--- config.mk ---
export PLATFORM = sky130hd
export DESIGN_NAME = stack_ctrl
export DESIGN_NICKNAME = d
export VERILOG_FILES = /design/src/rtl/stack_pkg.sv /design/src/rtl/stack_ctrl.sv
export SDC_FILE = /design/constraint.sdc
export NUM_CORES = 1
export LEC_CHECK = 0
export CAP_MARGIN = 20
export CORE_MARGIN = 10
export CORE_UTILIZATION = 33
export DETAILED_ROUTE_END_ITERATION = 16
export GPL_ROUTABILITY_DRIVEN = 0
export HOLD_SLACK_MARGIN = 0.1
export PLACE_DENSITY = 0.71
export SLEW_MARGIN = 20
export SYNTH_ARGS = -nofsm -noshare
export SYNTH_HDL_FRONTEND = slang
export SYNTH_SLANG_ARGS = --single-unit
--- constraint.sdc ---
create_clock -name clk -period 4.4 [get_ports clk]
set_input_delay 0.66 -clock clk [delete_from_list [all_inputs] [get_ports clk]]
set_output_delay 0.66 -clock clk [all_outputs]
set_load 0.03 [all_outputs]
--- src/rtl/stack_pkg.sv ---
// stack_pkg: shared sizes, command encodings and controller states for the stack controller
package stack_pkg;
    localparam int DEPTH = 16;
    localparam int AW = 4;
    localparam int DW = 8;
    typedef enum logic [1:0] {OP_PUSH = 2'b00, OP_POP = 2'b01, OP_PEEK = 2'b10, OP_CLEAR = 2'b11} op_t;
    typedef enum logic [1:0] {S_IDLE, S_PUSH, S_POP_RD, S_POP_CAP} state_t;
endpackage

--- src/rtl/stack_ctrl.sv ---
// stack_ctrl: command-driven LIFO controller sequencing a single-port external stack memory
module stack_ctrl
    import stack_pkg::*;
#(
    parameter int DEPTH = 16,
    parameter int DW = 8
) (
    input  logic          clk,
    input  logic          rst_n,
    input  logic          cmd_valid,
    input  logic [1:0]    cmd_op,
    input  logic [DW-1:0] cmd_wdata,
    output logic          cmd_ready,
    output logic          rsp_valid,
    output logic          rsp_err,
    output logic [DW-1:0] rsp_data,
    output logic [AW:0]   level,
    output logic          full,
    output logic          empty,
    output logic          mem_sm,
    output logic          mem_we,
    output logic          mem_re,
    output logic [AW-1:0] mem_addr,
    output logic [DW-1:0] mem_wdata,
    output logic          mem_wdata_oe,
    input  logic [DW-1:0] mem_rdata
);
    localparam logic [AW:0] FULL_LVL = (AW+1)'(DEPTH);
    state_t state_q, state_d;
    op_t op_q;
    logic [AW:0] sp_q, sp_m1;
    logic [DW-1:0] wdata_q, rsp_data_q;
    logic rsp_valid_q, rsp_err_q, accept, is_push, is_read, is_clear, bad;
    assign accept = cmd_valid && state_q == S_IDLE;
    assign is_push = cmd_op == OP_PUSH;
    assign is_read = cmd_op == OP_POP || cmd_op == OP_PEEK;
    assign is_clear = cmd_op == OP_CLEAR;
    assign bad = (is_push && full) || (is_read && empty);
    assign sp_m1 = sp_q - 1'b1;
    always_ff @(posedge clk or negedge rst_n) begin
        if (!rst_n) state_q <= S_IDLE;
        else state_q <= state_d;
    end
    always_comb begin
        state_d = S_IDLE;
        case (state_q)
            S_IDLE:   state_d = (!accept || bad) ? S_IDLE : is_push ? S_PUSH : is_read ? S_POP_RD : S_IDLE;
            S_POP_RD: state_d = S_POP_CAP;
            default:  state_d = S_IDLE;
        endcase
    end
    // Memory strobes decode from state/sp only, so cmd_* never reaches mem_* combinationally.
    always_comb begin
        cmd_ready = state_q == S_IDLE;
        mem_sm = state_q != S_IDLE;
        mem_we = state_q == S_PUSH;
        mem_re = state_q == S_POP_RD || state_q == S_POP_CAP;
        mem_wdata_oe = mem_we;
        mem_addr = mem_we ? sp_q[AW-1:0] : mem_re ? sp_m1[AW-1:0] : '0;
        mem_wdata = mem_we ? wdata_q : '0;
        level = sp_q;
        full = sp_q == FULL_LVL;
        empty = sp_q == '0;
        rsp_valid = rsp_valid_q;
        rsp_err = rsp_err_q;
        rsp_data = rsp_data_q;
    end
    always_ff @(posedge clk or negedge rst_n) begin
        if (!rst_n) begin
            op_q <= OP_PUSH;
            wdata_q <= '0;
            sp_q <= '0;
            rsp_valid_q <= 1'b0;
            rsp_err_q <= 1'b0;
            rsp_data_q <= '0;
        end else begin
            if (accept) begin
                op_q <= op_t'(cmd_op);
                wdata_q <= cmd_wdata;
            end
            sp_q <= (accept && is_clear) ? '0 :
                    state_q == S_PUSH ? sp_q + 1'b1 :
                    (state_q == S_POP_CAP && op_q == OP_POP) ? sp_m1 : sp_q;
            rsp_valid_q <= (accept && (bad || is_clear)) || state_q == S_PUSH || state_q == S_POP_CAP;
            rsp_err_q <= accept && bad;
            if (state_q == S_POP_CAP) rsp_data_q <= mem_rdata;
        end
    end
endmodule

== Yosys cells after proc, flatten, opt, wreduce, memory -nomap -nowiden ==
Index checks and enable logic that the tools add are counted.
Cells by class
  equal/unequal tests: 8
  mux-type cells: 10
  reductions and logical operators: 20
  $add $sub $neg: 2
Operators with widths (number)
  $mux 5: 3
  $eq 2x2->1 const B: 4
  $mux 4: 2
  $mux 8: 1
  $logic_and 1x1->1: 7
  $logic_or 1x1->1: 7
  $eq 2x1->1 const B: 3
  $mux 2: 3
  $add 5x1->5 const B: 1
  $eq 5x5->1 const B: 1
  $logic_not 5->1: 1
  $sub 5x1->5 const B: 1
  $logic_not 2->1: 2
  $pmux 2 s2: 1
  $reduce_bool 3->1: 1
  $reduce_bool 2->1: 1
  $logic_not 1->1: 1
Word-level totals
  flip-flop bits (word level): 27

== Logic depth before layout (Yosys ltp) ==
Gate-level depths: netlist (run 1).
  word-level depth: 8
  mapped depth: 6
  gate-level depth less buffers: 6

== Worst setup path before layout (run 1) ==
Ideal clock, no wire load.
  kind: register to output
  start point: reg sp_q[0] (netlist: level[0])
  end point: out mem_addr[3]
  path slack: 1924 ps
  stages on the path, launching flop included: 3
  arrival time: 1816 ps
  path through: dfrtp_1 or3_2 o31ai_1
On the way
  word-level cells in the longest chain between the ends: 3
RTL lines
  from (decl): RTL line stack_ctrl.sv:31  | logic [AW:0] sp_q, sp_m1;
  from (signal assigned): RTL line stack_ctrl.sv:81  | sp_q <= (accept && is_clear) ? '0 :
  $sub 5x1->5: RTL line stack_ctrl.sv:39  | assign sp_m1 = sp_q - 1'b1;
  $mux 4 (2 in series): RTL line stack_ctrl.sv:59  | mem_addr = mem_we ? sp_q[AW-1:0] : mem_re ? sp_m1[AW-1:0] : '0;
  to (decl): RTL line stack_ctrl.sv:23  | output logic [AW-1:0] mem_addr,
Every way passes these cells.

== Worst setup path in the final report (run 1) ==
  start point: reg sp_q[0] (netlist: level[0])
  end point: out full
On the way
  word-level cells in the longest chain between the ends: 1
RTL lines
  $eq 5x5->1: RTL line stack_ctrl.sv:62  | full = sp_q == FULL_LVL;
  to (decl): RTL line stack_ctrl.sv:18  | output logic full,
Every way passes these cells.

==> impl_metrics.json, run 1 <==
{
  "via_per_inst": 4.863,
  "critPathLaunchType": "flop",
  "finalClockSkew_ns": 0.002871,
  "crit_path_max_incr_delay_ns": 0.68,
  "crit_type": "reg2out",
  "drtIter0Drc": 82,
  "period_needed_ns": 2.898,
  "rows": 23,
  "wl_per_cell_um": 16.36,
  "final_nets": 202,
  "cts.clk_slew.worst_paths_ns": 0.09,
  "timing.fmax_mhz": 345.0,
  "ios": 55,
  "synth_cell_types": 36,
  "port_buffers": 54,
  "yosysMostFrequentCell": "dfrtp_1",
  "fin_setup_tns_ns": 0,
  "synthToLayoutAreaGrowth_pct": 45.46,
  "synth_area_mm2": 0.001379,
  "chipWidth_um": 84.64,
  "drt_wl_total_mm": 3.697,
  "vias": 1099,
  "max_cap_viol_count": 0,
  "htreeDepth": 1,
  "arrival_ns": 2.24,
  "worst_pin_slew_ns": 0.9270,
  "cp_top_family": "buffers and inverters",
  "drv_slew": 0,
  "hold_viol": 0,
  "status": "completed",
  "dieArea_mm2": 0.007164,
  "synth_top_area_frac": 0.4900,
  "yosysSeqAreaShare": 0.4900,
  "powerDensity_mw_per_mm2": 820.3,
  "overflow": 0,
  "cts.sinks": 27,
  "root_buffer": "clkbuf_8",
  "critical_path_buf_inv_count": 2,
  "grt.total_usage": 0.1037,
  "cts_tree": "built",
  "synth_warnings": 0,
  "finalSetupViolations": 0,
  "cts_buffer_depth": 2,
  "start_util": 0.3422,
  "postSynth.asyncResetShare": 1.000,
  "ys_top_cells_by_area": "dfrtp_1, mux2_2, and2_1",
  "required_ns": 3.74,
  "crit_slowest_cell": "clkdlybuf4s50_1",
  "period_share": 0.6587,
  "crit_chain": "inv_1, ha_1, nor3b_1, and2_1, clkdlybuf4s50_1",
  "dpl.cell_count": 222,
  "drc_errors": 0,
  "dp_hpwl_mm": 2.894,
  "hold_class": "reg2reg",
  "power.total_mw": 1.645,
  "diodes": 0,
  "rsz0062_at_grt": "false",
  "maxSlewHeadroom": 0.3793,
  "endpoint_kind": "output pin",
  "crit_fanout": 8,
  "synth_area_per_cell_um2": 11.21,
  "post_cts_buffers": 0,
  "die_h_um": 84.64,
  "cts_resized": 0,
  "ant_nets": 0,
  "postCtsHoldBufs": 0,
  "antenna_found_initial": 0,
  "vdd_drop_max_mv": 0.2958,
  "holdWs_ns": 0.5027,
  "insertion_delay_ns": 0.27,
  "synthTopCellsByCount": "dfrtp_1, mux2_2, and2_1, nand2_1",
  "coreArea_mm2": 0.004029,
  "drive_above_1_share": 0.1591,
  "syn_nets": 148,
  "cellLeakagePower_nw": 0.8419,
  "synth-edff-count": 0,
  "synth_flop_cell": "dfrtp_1",
  "first_pass_iters": 4,
  "synth.largest_area_cell": "dfrtp_1",
  "synth_seq_cells": 27,
  "grt_start_max_net_pins": 28,
  "grt_pass1_vias": 1211,
  "fin_cells": 226,
  "synthCells": 123,
  "cts-buffers-inserted": 3,
  "grt_pass1_wl_mm": 6.154
}
-- layout make-up --
class | count | area (um^2)
inverter | 6 | 22.52
fill | 385 | 2023
tap | 50 | 62.56
multi-input combinational | 83 | 644.4
sequential | 27 | 675.6
timing repair buffer | 56 | 555.5
clock buffer | 4 | 45.04
-- through the flow --
step / worst slack (ns) / cell area, um^2 / util
floorplan: 1.924 / 1379 / -
global placement: 1.816 / 1961 / 0.4866
detailed placement: 1.709 / 1961 / 0.4866
CTS: 1.498 / 2006 / 0.4978
global route: 1.344 / 2006 / 0.4978
finish: 1.502 / 2006 / 0.4978
-- layout by cell type (no fill, tap or decap), types with 3 or more instances in the layout --
cell,netlist,final
clkbuf_8,0,3
and2_1,9,9
inv_1,5,5
o21ai_0,5,5
a21o_1,3,3
dfrtp_1,27,27
nand2_1,8,8
nand3b_1,3,3
mux2_2,19,19
ha_1,4,4
clkdlybuf4s50_1,0,54
nor2_1,5,5
-- registers in the layout, summed over array words and instances (netlist names) --
register and flops:
op_q 2, state_q 2, level 5, rsp_err 1, wdata_q 8, rsp_valid 1
rsp_data 8
-- worst register-to-register path: stages, from the launching register on --
cell	delay, ns
dfrtp_1	0.55
nor3b_2	0.84
nand2_1	0.23
nor4b_2	0.21
o21bai_1	0.15
-- report_power, final --
group          switching [mW]  total [mW]  internal, mW
combinational           0.559        1.03         0.467
sequential              0.112       0.480         0.368
clock                  0.0740       0.139        0.0648
total                   0.745        1.65         0.900
-- path summary, 6_finish.rpt --
check | cells past startpoint | slack, ns | endpoint | startpoint
max in group asynchronous | 2 | 3.37 | wdata_q[5] | rst_n
worst min-delay path | 1 | 0.50 | wdata_q[6] | wdata_q[6]
worst max-delay path | 5 | 1.50 | full | level[0]
min in group asynchronous | 2 | 0.76 | state_q[1] | rst_n
worst min register to register | 1 | 0.50 | wdata_q[6] | wdata_q[6]
worst max register to register | 4 | 2.32 | level[4] | state_q[1]
-- cell families (layout without fill, tap and decap cells) --
logic type | count (synthesis) | count (layout) | synth area share
adders and majority gates | 4 | 4 | 0.03630
xor gates and xnor gates | 2 | 2 | 0.01271
AOI/OAI and AO/OA | 20 | 20 | 0.09166
and+or+nand+nor | 36 | 36 | 0.1570
buffers and inverters | 13 | 66 | 0.04265
DFF | 27 | 27 | 0.4900
muxes | 21 | 21 | 0.1697
-- per-layer routing --
metal	wire length [um]	track usage
met5	0	0
met3	274	0.03961
met4	44	0.03144
met1	1516	0.1175
met2	1861	0.1757
(Power assumes the default switching activity.)
==> inputs of run 2 (changes only) <==
==> constraint.sdc (replaced) <==
create_clock -name clk -period 2.75 [get_ports clk]
set_input_delay 0.4125 -clock clk [delete_from_list [all_inputs] [get_ports clk]]
set_output_delay 0.4125 -clock clk [all_outputs]
set_load 0.03 [all_outputs]
==> run 2 against run 1 <==
  * Flip-flop and latch count did not move
  * Critical endpoint unchanged
  * Design area rose by 1.1%
  * Critical path type unchanged
  * Utilization rose by 0.56 points
  * Non-clock buffer count rose by 3
  * Sequential share of layout area fell by 0.37 points
==> impl_metrics.json, run 2 (synthesis gave the netlist of run 1 again) <==
{
  "ios": 55,
  "period_needed_ns": 2.552,
  "arrival_ns": 2.14,
  "mostFrequentLayoutCell": "clkdlybuf4s50_1",
  "dp_hpwl_mm": 2.940,
  "crit_type": "reg2out",
  "hold_start": "wdata_q[5]",
  "diodes": 0,
  "crit_chain": "inv_1, ha_1, nor3b_1, and2_1, clkdlybuf4s50_1",
  "powerDensity_mw_per_mm2": 1307,
  "finalSetupViolations": 0,
  "vias": 1118,
  "fin_area_mm2": 0.002028,
  "cts.sinks": 27,
  "endpoint_kind": "output pin",
  "start_util": 0.3422,
  "r2r_cells": 6,
  "crit_slowest_cell": "clkdlybuf4s50_1",
  "maxSlewHeadroom": 0.6500,
  "cts_tree": "built",
  "wl_per_cell_um": 15.97,
  "cts.clk_slew.worst_paths_ns": 0.09,
  "status": "completed",
  "max_cap_viol_count": 0,
  "critPathLaunchType": "flop",
  "root_buffer": "clkbuf_8",
  "final_nets": 205,
  "vdd_drop_max_mv": 0.4338,
  "worst_pin_slew_ns": 0.5226,
  "r2r_end": "level[4]",
  "layout_common_cells": "clkdlybuf4s50_1, dfrtp_1, mux2_2, and2_1, nand2_1",
  "grt.total_usage": 0.1058,
  "p_switching_mw": 1.189,
  "seqPwrFrac": 0.279,
  "ant_nets": 0,
  "crit_path_max_incr_delay_ns": 0.66,
  "drc_errors": 0,
  "port_buffers": 54,
  "p_comb_frac": 0.640,
  "cellLeakagePower_nw": 0.8752,
  "drtIter0Drc": 76,
  "antenna_found_initial": 0,
  "grt_start_max_net_pins": 28,
  "drt_wl_total_mm": 3.656,
  "htreeDepth": 1,
  "power.total_mw": 2.650,
  "finalClockSkew_ns": 0.002116,
  "overflow": 0,
  "coreArea_mm2": 0.004029,
  "die_h_um": 84.64,
  "crit_fanout": 8,
  "cp_top_family": "buffers and inverters",
  "rsz0062_at_grt": "false",
  "hold_class": "reg2reg",
  "insertion_delay_ns": 0.26,
  "grt_pass1_vias": 1283,
  "period_share": 0.9281,
  "via_per_inst": 4.882,
  "chipWidth_um": 84.64,
  "timing.fmax_mhz": 391.8,
  "hold_viol": 0,
  "rows": 23,
  "power_frac_clock": 0.081,
  "cts-buffers-inserted": 3,
  "dieArea_mm2": 0.007164,
  "drive_above_1_share": 0.1788,
  "p_int_mw": 1.461,
  "drv_slew": 0,
  "required_ns": 2.34,
  "cts_buffer_depth": 2,
  "grt_pass1_wl_mm": 6.306,
  "holdPathStages": 1,
  "fin_setup_tns_ns": 0,
  "r2r_slack_ns": 0.90,
  "critical_path_buf_inv_count": 2,
  "power.share.switching": 0.4485,
  "first_pass_iters": 4,
  "min_to": "wdata_q[5]",
  "dpl_cell_area_mm2": 0.001981,
  "worstReg2RegStart": "level[0]",
  "synthToLayoutAreaGrowth_pct": 47.10
}
==> run 2: per-stage QoR <==
step	utilization	hold slack, ns	cells	setup slack [ns]
after floorplan	-	0.1169	123	0.5215
after global placement	0.4916	0.4821	225	0.4749
after detailed placement	0.4916	0.4870	225	0.4311
after CTS	0.5028	0.5085	229	0.1284
after global routing	0.5034	0.5346	229	0.02691
final	0.5034	0.5039	229	0.1978
==> run 2: worst max path at each step <==
| stage | end | cells after the start | start |
|---|---|---|---|
| 6_report | full | 5 | level[0] |
| 4_1_cts | empty | 5 | level[0] |
| 3_5_place_dp | empty | 5 | level[0] |
| 5_1_grt | full | 5 | level[0] |
| 3_3_place_gp | empty | 5 | level[0] |
| 2_1_floorplan | mem_addr[3] | 2 | level[0] |
==> run 2: timing repair <==
action | CTS | global route
buffers inserted | 0 | 0
endpoints found under the setup margin | 0 | 1
resized for setup | 0 | 1
hold endpoints to repair | 0 | 0
hold buffers | 0 | 0
==> run 2: area by class of cell <==
| cell class | count | area [um^2] |
|---|---|---|
| clock buffer | 4 | 45.04 |
| inverter | 6 | 22.52 |
| multi-input combinational | 83 | 644.4 |
| fill | 372 | 2001 |
| sequential | 27 | 675.6 |
| tap | 50 | 62.56 |
| timing repair buffer | 59 | 578.1 |
==> run 2: power groups by stage <==
stage               Clock (mW)  Combinational [mW]  Sequential, mW
floorplan                    0               0.891           0.905
global placement             0                1.68           0.735
detailed placement           0                1.71           0.752
CTS                      0.228                1.72           0.743
global route             0.246                1.82           0.774
finish                   0.215                1.70           0.740
==> run 2: worst register-to-register path, cell delays in order (launching register included) <==
cell and delay (ns):
dfrtp_1 0.45, inv_1 0.11, ha_1 0.21, or3b_1 0.38, o22a_1 0.24, nor4b_2 0.24
o21bai_1 0.14
==> run 2: routing by layer <==
metal  part of all wire  GRT usage  wire length [um]
met5                  0          0                 0
met4             0.0079    0.03144                29
met3              0.075    0.04251               273
met2               0.50     0.1805              1818
met1               0.42     0.1178              1535
==> inputs of run 3 (changes only) <==
--- a/config.mk
+++ b/config.mk
@@ -6,12 +6,13 @@
 export NUM_CORES = 1
 export LEC_CHECK = 0
 export CAP_MARGIN = 20
+export CORE_ASPECT_RATIO = 0.6
 export CORE_MARGIN = 10
-export CORE_UTILIZATION = 33
+export CORE_UTILIZATION = 43
 export DETAILED_ROUTE_END_ITERATION = 16
 export GPL_ROUTABILITY_DRIVEN = 0
 export HOLD_SLACK_MARGIN = 0.1
-export PLACE_DENSITY = 0.71
+export PLACE_DENSITY = 0.87
 export SLEW_MARGIN = 20
 export SYNTH_ARGS = -nofsm -noshare
 export SYNTH_HDL_FRONTEND = slang
==> run 3 against run 2 <==
  * Design area is 0.49% lower
  * Combinational power hardly changed
  * Clock-buffer cell count stayed put
  * Sequential share of layout area is 0.17 points higher
  * Via count is 2.5% higher
  * Fmax is 3.6% lower
  * Register-to-register slack worse by 0.02 ns
==> impl_metrics.json, run 3 (synthesis gave the netlist of run 1 again) <==
{
  "grt_pass1_wl_mm": 6.417,
  "cts-buffers-inserted": 3,
  "power.total_mw": 2.670,
  "cts.clk_slew.worst_paths_ns": 0.08,
  "cellLeakagePower_nw": 0.8573,
  "rsz0062_at_grt": "false",
  "top_layer": "met4",
  "required_ns": 2.34,
  "worst_pin_slew_ns": 0.4068,
  "wl_met2_mm": 1.889,
  "wl_per_cell_um": 16.81,
  "mostFrequentLayoutCell": "clkdlybuf4s50_1",
  "wl_met1_mm": 1.507,
  "critPathLaunchType": "flop",
  "seq_area_um2": 675.6,
  "dieArea_mm2": 0.005946,
  "rows": 15,
  "overflow": 0,
  "synthToLayoutAreaGrowth_pct": 46.37,
  "first_pass_iters": 4,
  "grt_start_max_net_pins": 28,
  "postCtsHoldBufs": 0,
  "multiInputGateArea_um2": 644.4,
  "drc_errors": 0,
  "max_cap_viol_count": 0,
  "dp_hpwl_mm": 2.962,
  "endpoint_kind": "output pin",
  "dpl.cell_count": 217,
  "grt.total_usage": 0.1332,
  "period_needed_ns": 2.646,
  "arrival_ns": 2.23,
  "layout_common_cells": "clkdlybuf4s50_1, dfrtp_1, mux2_2, and2_1, nand2_1",
  "via_per_inst": 5.186,
  "cts_buffer_depth": 2,
  "coreArea_mm2": 0.002965,
  "ios": 55,
  "fin_setup_tns_ns": 0,
  "period_share": 0.9623,
  "grt_pass1_vias": 1237,
  "cts_resized": 0,
  "antenna_found_initial": 0,
  "drv_slew": 0,
  "cts.sinks": 27,
  "r2r_slack_ns": 0.88,
  "post_cts_buffers": 0,
  "diodes": 0,
  "drtIter0Drc": 44,
  "chipWidth_um": 93.11,
  "vdd_drop_max_mv": 0.6449,
  "powerDensity_mw_per_mm2": 1323,
  "wl_met3_um": 278,
  "final_nets": 205,
  "status": "completed",
  "htreeDepth": 1,
  "vias": 1146,
  "ant_nets": 0,
  "fin_util": 0.6806,
  "insertion_delay_ns": 0.27,
  "holdWs_ns": 0.5018,
  "root_buffer": "clkbuf_8",
  "port_buffers": 54,
  "start_util": 0.4650,
  "hold_class": "reg2reg",
  "drive_above_1_share": 0.1732,
  "fin_cells": 221,
  "hold_viol": 0,
  "crit_type": "reg2out",
  "timing.fmax_mhz": 377.9,
  "crit_fanout": 8,
  "nFillCells": 230,
  "cts_tree": "built",
  "finalSetupViolations": 0,
  "maxSlewHeadroom": 0.7288,
  "finalClockSkew_ns": 0.006191,
  "drt_wl_total_mm": 3.715,
  "die_h_um": 63.86
}
==> run 3: cell types whose count changed in the layout (fill, tap and decap cells not counted), sizes merged <==
cell           change
clkdlybuf4s50      +2
dlymetal6s2s       -1
buf                -1
==> run 3: path summary, 6_finish.rpt <==
kind                             from    endpoint  cells past startpoint
min reg2reg                wdata_q[5]  wdata_q[5]                      1
min in group asynchronous       rst_n    level[2]                      2
max in group asynchronous       rst_n  wdata_q[3]                      2
min                        wdata_q[5]  wdata_q[5]                      1
max                          level[0]       empty                      5
max reg2reg                  level[0]    level[4]                      6
==> run 3: layer usage <==
layer,up-vias,GRT usage
met5,-,0
met4,0,0.03448
met3,5,0.04779
met2,38,0.2247
met1,568,0.1575
li1,535,-
==> run 3: worst max-delay path, stage by stage (launching register included) <==
cell and delay [ns]:
dfrtp_1 0.46, inv_1 0.11, ha_1 0.22, or3b_1 0.39, nor2_1 0.10, clkdlybuf4s50_1 0.69
==> run 3: power breakdown <==
part / switching [mW] / leakage [nW] / internal [mW] / total, mW
registers: 0.158 / 0.325 / 0.589 / 0.747
logic: 0.934 / 0.510 / 0.772 / 1.71
clock network: 0.113 / 0.0228 / 0.104 / 0.217
total: 1.20 / 0.857 / 1.46 / 2.67
==> run 3: final cells by class <==
type | count | area share
flip-flops and latches | 27 | 0.3348
well taps | 42 | 0.02604
multi-input cells | 83 | 0.3193
clock buffers | 4 | 0.02232
inverters | 6 | 0.01116
repair buffers | 59 | 0.2864
==> run 3: through the flow <==
step                instance area (um^2)  worst slack (ns)
global route                        2018          0.004941
detailed placement                  1973            0.3977
CTS                                 2018            0.1064
finish                              2018            0.1038
floorplan                           1379            0.5215
global placement                    1973            0.4698
